`src/rtl/mac_feeder.sv`:
```
// ---------------------------------------------------------------------------
// mac_feeder
//   Operand sequencer and result collector for one DSP48 MACC slice.
//   Accepts a command (start/len), streams len operand pairs into the MAC,
//   waits for the MAC pipeline to drain, then returns one dot-product result
//   on a valid/ready output.
//
//   Build option: define MAC_FEEDER_SAT_EN to saturate the accumulator to
//   signed OUT_WIDTH. Otherwise the result is a plain truncation.
//
// Ports
//   clk                   rising-edge clock
//   rst                   asynchronous reset, active low
//   start, len            command strobe (sampled in IDLE) and pair count
//   busy                  high whenever not IDLE
//   in_valid/in_ready     operand stream handshake
//   in_a, in_b            signed operand pair
//   mac_a, mac_b          registered operands to the MAC
//   mac_en                MAC clock enable
//   mac_rst               MAC accumulator clear, active high
//   mac_p                 MAC accumulator output
//   res_valid/res_ready   result stream handshake
//   res_data              dot-product result
// ---------------------------------------------------------------------------
module mac_feeder #(
    parameter int DATA_WIDTH  = 8,
    parameter int ACC_WIDTH   = 16,
    parameter int OUT_WIDTH   = 8,
    parameter int LEN_WIDTH   = 8,
    parameter int MAC_LATENCY = 1
) (
    input  logic                  clk,
    input  logic                  rst,
    input  logic                  start,
    input  logic [LEN_WIDTH-1:0]  len,
    output logic                  busy,
    input  logic                  in_valid,
    output logic                  in_ready,
    input  logic [DATA_WIDTH-1:0] in_a,
    input  logic [DATA_WIDTH-1:0] in_b,
    output logic [DATA_WIDTH-1:0] mac_a,
    output logic [DATA_WIDTH-1:0] mac_b,
    output logic                  mac_en,
    output logic                  mac_rst,
    input  logic [ACC_WIDTH-1:0]  mac_p,
    output logic                  res_valid,
    input  logic                  res_ready,
    output logic [OUT_WIDTH-1:0]  res_data
);

    typedef enum logic [2:0] {
        S_IDLE,
        S_CLEAR,
        S_FEED,
        S_DRAIN,
        S_HOLD
    } state_t;

    state_t                 r_state;
    state_t                 w_next;
    logic [LEN_WIDTH-1:0]   r_len;
    logic [LEN_WIDTH-1:0]   r_cnt;
    logic [2:0]             r_drain;
    logic                   w_in_xfer;
    logic                   w_last;
    logic [OUT_WIDTH-1:0]   w_res;

    assign w_in_xfer = (r_state == S_FEED) && in_valid;
    assign w_last    = w_in_xfer && ((r_cnt + 1'b1) == r_len);

    // State-decoded outputs: no combinational path from in_valid/res_ready.
    assign busy      = (r_state != S_IDLE);
    assign in_ready  = (r_state == S_FEED);
    assign mac_rst   = (r_state == S_CLEAR);
    assign res_valid = (r_state == S_HOLD);

`ifdef MAC_FEEDER_SAT_EN
    localparam logic signed [ACC_WIDTH-1:0] SAT_MAX =
        {{(ACC_WIDTH-OUT_WIDTH+1){1'b0}}, {(OUT_WIDTH-1){1'b1}}};
    localparam logic signed [ACC_WIDTH-1:0] SAT_MIN =
        {{(ACC_WIDTH-OUT_WIDTH+1){1'b1}}, {(OUT_WIDTH-1){1'b0}}};

    always_comb begin
        w_res = mac_p[OUT_WIDTH-1:0];
        if ($signed(mac_p) > SAT_MAX)
            w_res = SAT_MAX[OUT_WIDTH-1:0];
        else if ($signed(mac_p) < SAT_MIN)
            w_res = SAT_MIN[OUT_WIDTH-1:0];
    end
`else
    logic w_unused_hi;
    assign w_unused_hi = ^mac_p;
    assign w_res       = mac_p[OUT_WIDTH-1:0];
`endif

    always_comb begin
        w_next = r_state;
        case (r_state)
            S_IDLE:  if (start) w_next = (len != '0) ? S_CLEAR : S_HOLD;
            S_CLEAR: w_next = S_FEED;
            S_FEED:  if (w_last) w_next = S_DRAIN;
            S_DRAIN: if (r_drain == '0) w_next = S_HOLD;
            S_HOLD:  if (res_ready) w_next = S_IDLE;
            default: w_next = S_IDLE;
        endcase
    end

    always_ff @(posedge clk or negedge rst) begin
        if (!rst) r_state <= S_IDLE;
        else      r_state <= w_next;
    end

    always_ff @(posedge clk or negedge rst) begin
        if (!rst) begin
            r_len    <= '0;
            r_cnt    <= '0;
            r_drain  <= '0;
            mac_a    <= '0;
            mac_b    <= '0;
            mac_en   <= 1'b0;
            res_data <= '0;
        end else begin
            mac_en <= w_in_xfer;
            if (w_in_xfer) begin
                mac_a <= in_a;
                mac_b <= in_b;
                r_cnt <= r_cnt + 1'b1;
            end
            if ((r_state == S_IDLE) && start) begin
                r_len <= len;
                r_cnt <= '0;
                if (len == '0) res_data <= '0;
            end
            // Drain counter covers the MAC pipeline; sampling happens the
            // cycle after it reaches zero so P has settled.
            if (w_last) r_drain <= 3'(MAC_LATENCY);
            if (r_state == S_DRAIN) begin
                if (r_drain == '0) res_data <= w_res;
                else               r_drain  <= r_drain - 1'b1;
            end
        end
    end

endmodule

```
`config.mk`:
```
export PLATFORM = sky130hd
export DESIGN_NAME = mac_feeder
export DESIGN_NICKNAME = d
export VERILOG_FILES = /design/src/rtl/mac_feeder.sv
export SDC_FILE = /design/constraint.sdc
export NUM_CORES = 1
export LEC_CHECK = 0
export BUFFER_PORTS_ARGS = -buffer_cell sky130_fd_sc_hd__buf_2
export CORE_ASPECT_RATIO = 0.9
export CORE_MARGIN = 8
export CORE_UTILIZATION = 50
export CTS_CLUSTER_DIAMETER = 50
export DETAILED_ROUTE_END_ITERATION = 8
export GPL_TIMING_DRIVEN = 0
export PLACE_DENSITY = 0.8
export SYNTH_ARGS = -nofsm -noshare
export SYNTH_HDL_FRONTEND = slang
export SYNTH_SLANG_ARGS = --single-unit
```
`constraint.sdc`:
```
create_clock -name clk -period 2 [get_ports clk]
set_input_delay 0.4 -clock clk [delete_from_list [all_inputs] [get_ports clk]]
set_output_delay 0.4 -clock clk [all_outputs]
set_load 0.01 [all_outputs]
```
==> Yosys cells after proc, flatten, opt, wreduce, memory -nomap -nowiden <==
Cells that the tools add are included.
{ "word_totals": {"output_inout_bits": 29, "reg_bits": 47, "wordCells": 44} }
{ "op_classes": {"n_reduce_logical": 10, "n_addsub": 2, "n_eq_ne": 9, "n_mux": 15} }
{ "op_table": {"columns": ["op", "n"], "rows": [
  ["$mux W8", 6],
  ["$mux W3", 8],
  ["$pmux W3 S5", 1],
  ["$add A8 B1 Y8 const B", 1],
  ["$eq A8 B8 Y1", 1],
  ["$logic_not A8 Y1", 1],
  ["$reduce_bool A8 Y1", 1],
  ["$eq A3 B2 Y1 const B", 2],
  ["$logic_not A3 Y1", 2],
  ["$ne A2 B1 Y1 const B", 2],
  ["$ne A2 B2 Y1 const B", 2],
  ["$reduce_and A4 Y1", 1],
  ["$eq A3 B1 Y1 const B", 1],
  ["$eq A3 B3 Y1 const B", 1],
  ["$logic_and A1 B1 Y1", 3],
  ["$reduce_bool A3 Y1", 1],
  ["$sub A3 B1 Y3 const B", 1],
  ["$reduce_bool A2 Y1", 1]
]} }

==> Depth between registers and ports, before layout <==
{ "depth": {"depth_word": 6, "ltp_mapped": 7} }

==> Worst setup path before layout <==
Ideal clock, no wire load.
{ "synth_timing": {"path_type": "reg2reg", "start": "register r_cnt[0]", "end": "register r_drain[1]", "period_less_slack_ps": 1726, "n_path_buf": 0, "slack_ps": 274, "t_arrival_ps": 1607, "stages_incl_launch_ff": 6, "required_time_ps": 1880, "setup_ps": 120, "path_cell_list": "dfrtp_1 -> ha_1 -> xor2_1 -> nor4_1 -> o2111ai_2 -> a31o_1"} }
{ "synth_between": {"elab_chain_cells": 6} }
{ "synth_rtl": {"columns": ["element", "line", "source"], "rows": [
  ["from (decl)", "62", "logic [LEN_WIDTH-1:0] r_cnt;"],
  ["from (signal assigned)", "127", "r_cnt <= r_cnt + 1'b1;"],
  ["$add A8 B1 Y8 *", "69", "assign w_last = w_in_xfer && ((r_cnt + 1'b1) == r_len);"],
  ["$eq A8 B8 Y1 *", "69", null],
  ["$logic_and A1 B1 Y1 *", "69", null],
  ["$mux W3 *", "136", "if (w_last) r_drain <= 3'(MAC_LATENCY);"],
  ["$mux W3", "138", "if (r_drain == '0) res_data <= w_res;"],
  ["$mux W3 *", "137", "if (r_state == S_DRAIN) begin"],
  ["to (signal assigned)", "136", null],
  ["to (signal assigned)", "139", "else r_drain <= r_drain - 1'b1;"],
  ["to (decl)", "63", "logic [2:0] r_drain;"]
]} }
Mark *: on every way between the ends. The rest lies on a longest branch, timed or not.
A chain may end at the register's enable or synchronous reset.

==> Final worst setup path <==
{ "layout_timing": {"start": "register r_cnt[7]", "end": "register r_drain[1]"} }
The elaborated chain is that of the path after synthesis.

==> results.py <==
metrics = {
    "outcome": {
        "outcome": "finished, final reports clean",
    },
    "power": {
        "p_seq_share_pct": 42.2,
        "p_comb_share_pct": 40.5,
        "p_per_area_nw_per_um2": 1434,
        "leakagePower_nw": 1.412,
        "power.switching_mw": 1.428,
        "power_frac_clock_pct": 17.3,
        "swShare_pct": 36.85,
        "ir_worst_vdd_mv": 0.8715,
        "p_int_mw": 2.448,
    },
    "timing": {
        "fmax_mhz": 532.8,
        "holdWs_ns": 0.2669,
        "setup_viol_count_final": 0,
        "timing.setup.tns_ns": 0,
        "min_period_ns": 1.877,
        "finalClockSkew_ns": 0.005702,
        "finalHoldViolCount": 0,
        "fin_crit_sh_pct": 93.84,
        "worst_pin_slew_ns": 0.9997,
        "max_slew_margin_pct": 33.35,
        "slew_viol_final": 0,
        "rsz0062_at_grt": "true",
    },
    "cts": {
        "clockBufferDepth": 2,
        "cts_made_buffers": 5,
        "clock_latency_ns": 0.30,
        "clkTransAtPathRegs_ns": 0.08,
        "cts_tree": "built",
        "cts.htree.levels": 2,
        "root_buffer": "clkbuf_8",
        "cts.sinks": 47,
    },
    "worst_setup_path": {
        "rrSetupSlack_ns": 0.12,
        "startpoint_type": "flip-flop",
        "worst_setup_path_end_kind": "flip-flop",
        "cp_data_arrival_time_ns": 2.07,
        "worstPathRequired_ns": 2.19,
        "critPathLaunch": "r_cnt[7]",
        "reg2reg_from": "r_cnt[7]",
        "rr_worst_depth": 5,
        "cp-endpoint": "r_drain[1]",
        "crit_type": "reg -> reg",
        "path_max_fanout": 4,
        "r2r-end": "r_drain[1]",
    },
    "drt": {
        "drcViolationCount": 0,
        "drtIter0Drc": 69,
        "ant_nets": 0,
        "vias": 1817,
        "vias_per_cell": 5.408,
        "dr.pass1.iters": 4,
        "avgRoutedWirePerCell_um": 15.06,
        "drt-total-wl_um": 5059,
    },
    "logic_synthesis": {
        "ys.flop_type": "dfrtp_1",
        "yosys-top-cells-area": "dfrtp_1, nand2_1, mux2_2",
        "synthCells": 212,
        "ys_warn_count": 0,
        "seq_area_frac_synth_pct": 54.37,
        "synth.avg_cell_area_um2": 10.20,
        "syn-cell-area_um2": 2163,
        "syn_nets": 260,
        "synth_largest_area_cell": "dfrtp_1",
        "synth.ff_latch_count": 47,
        "synthArstFlopShare_pct": 100.0,
        "ys_types": 44,
        "synth_top_area_share_pct": 54.37,
        "synth_edf_count": 0,
    },
    "global_routing": {
        "grt_max_degree": 48,
        "overflow": 0,
        "antenna_found_initial": 0,
        "grt_pass1_vias": 1759,
        "grt_pass1_wl_um": 8010,
        "grtUsageTotal_pct": 14.78,
    },
    "final_layout": {
        "insertedDiodeCount": 0,
        "drive_gt1_share_pct": 35.42,
        "fillers": 340,
        "area.growth.synth_to_final_pct": 24.99,
        "final_net_count": 336,
    },
    "placed_design": {
        "gp_congestion": 0.8255,
        "dp_hpwl_um": 3557,
        "port_buffers": 65,
    },
    "die": {
        "core_area_um2": 4129,
        "dieArea_um2": 6690,
        "start_util_pct": 52.39,
        "die_h_um": 78.40,
        "rows": 22,
        "ios": 74,
        "die_w_um": 85.34,
    },
    "flow_run": {
        "cap_violations": 0,
    },
    "hold_path": {
        "hold_class": "in -> async",
    },
}
## cell families after synthesis
logic type,count (synthesis),share of synthesized area [%]
AO/OA/AOI/OAI,36,12.67
multiplexers,8,4.164
AND/OR/NAND/NOR,97,21.34
buffers and inverters,13,2.487
flip-flops,47,54.37
XOR/XNOR,8,3.239
adder cells (fa/ha/maj),3,1.735
## timing repair
item                                   4_1_cts  5_1_grt
setup buffers                                0        5
setup endpoints to repair                    0       12
endpoints found under the hold margin        0        0
gates resized for setup                      0        3
hold buffers                                 0        0
## critical path: stages, from the launching register on
cell	delay, ns
dfrtp_1	0.41
xor2_1	0.20
or4b_1	0.49
o211ai_2	0.18
o2111ai_2	0.21
a31o_1	0.27
## synthesized netlist by cell type (2+ instances only)
cell type / n
nand2_1: 59
dfrtp_1: 47
nor2_1: 10
a22o_1: 9
o21ai_0: 9
mux2_2: 8
inv_1: 5
xor2_1: 5
buf_2: 4
clkbuf_1: 4
nand2b_1: 4
ha_1: 3
nor3_1: 3
o31ai_1: 3
xnor2_1: 3
a21oi_1: 2
a31o_1: 2
a31oi_1: 2
and2_1: 2
and3_1: 2
and3_2: 2
or4_1: 2
## layout make-up
class	count	area [um2]	share of cell area [%]
Tap cell	48	60.06	2.221
Inverter	5	18.77	0.6941
Clock inverter	2	37.54	1.388
Clock buffer	5	68.82	2.545
Timing Repair Buffer	70	362.8	13.42
Sequential cell	47	1177	43.54
Multi-Input combinational cell	152	947.2	35.03
Buffer	7	31.28	1.157
## metal layers
layer	global-route usage, %	share of wire (%)	up-vias
met2	21.68	47	60
li1	-	-	883
met1	19.11	44	869
met5	0	0	-
met3	7.284	8.4	5
met4	3.497	1.1	0
## state kept, by name (all words and copies together), names as in the netlist
name,flops
r_len,8
r_state,3
r_drain,3
mac_a,8
mac_b,8
res_data,8
r_cnt,8
mac_en,1
## cell usage in the layout (no fill, tap or decap), drive strengths merged, types with 2 or more instances in the layout
master / synthesis / layout
buf: 4 / 74
nand2: 59 / 59
dfrtp: 47 / 47
nor2: 11 / 11
o21ai: 10 / 10
a22o: 9 / 9
mux2: 8 / 8
clkbuf: 4 / 8
inv: 5 / 5
xor2: 5 / 5
nand2b: 4 / 4
and3: 4 / 4
nor3: 3 / 3
xnor2: 3 / 3
o31ai: 3 / 3
ha: 3 / 3
or4: 3 / 3
a21oi: 3 / 3
and2: 2 / 2
a31o: 2 / 2
a31oi: 2 / 2
nor3b: 2 / 2
nand3: 2 / 2
## power by group through the flow
stage | clock [mW] | sequential, mW | combinational, mW
final | 0.671 | 1.64 | 1.57
after global routing | 0.721 | 1.69 | 1.76
after CTS | 0.683 | 1.63 | 1.52
after detailed placement | 0 | 1.63 | 1.52
after global placement | 0 | 1.63 | 1.46
after floorplan | 0 | 1.72 | 0.870
## how the worst min path moves through the flow
| stage | start | endpoint | slack, ns | depth (start not counted) |
|---|---|---|---|---|
| 2_1_floorplan | rst | mac_a[0] | 0.10 | 0 |
| 3_3_place_gp | mac_a[3] | mac_a[3] | 0.45 | 2 |
| 3_5_place_dp | mac_a[0] | mac_a[0] | 0.46 | 2 |
| 4_1_cts | res_ready | r_state[2] | 0.28 | 2 |
| 5_1_grt | in_b[6] | mac_b[6] | 0.28 | 3 |
| 6_report | rst | mac_b[0] | 0.27 | 1 |
## per-stage QoR
stage	cell area (um2)	power (mW)	setup WS [ns]	std cells	utilization [%]
floorplan	2163	2.591	0.2735	212	-
global placement	2549	3.090	0.1116	325	61.73
detailed placement	2549	3.146	0.09116	325	61.73
CTS	2655	3.830	0.05200	332	64.30
global route	2704	4.169	0.0004674	336	65.48
finish	2704	3.876	0.1231	336	65.48
Note: power is estimated with default switching activity, not from simulation.
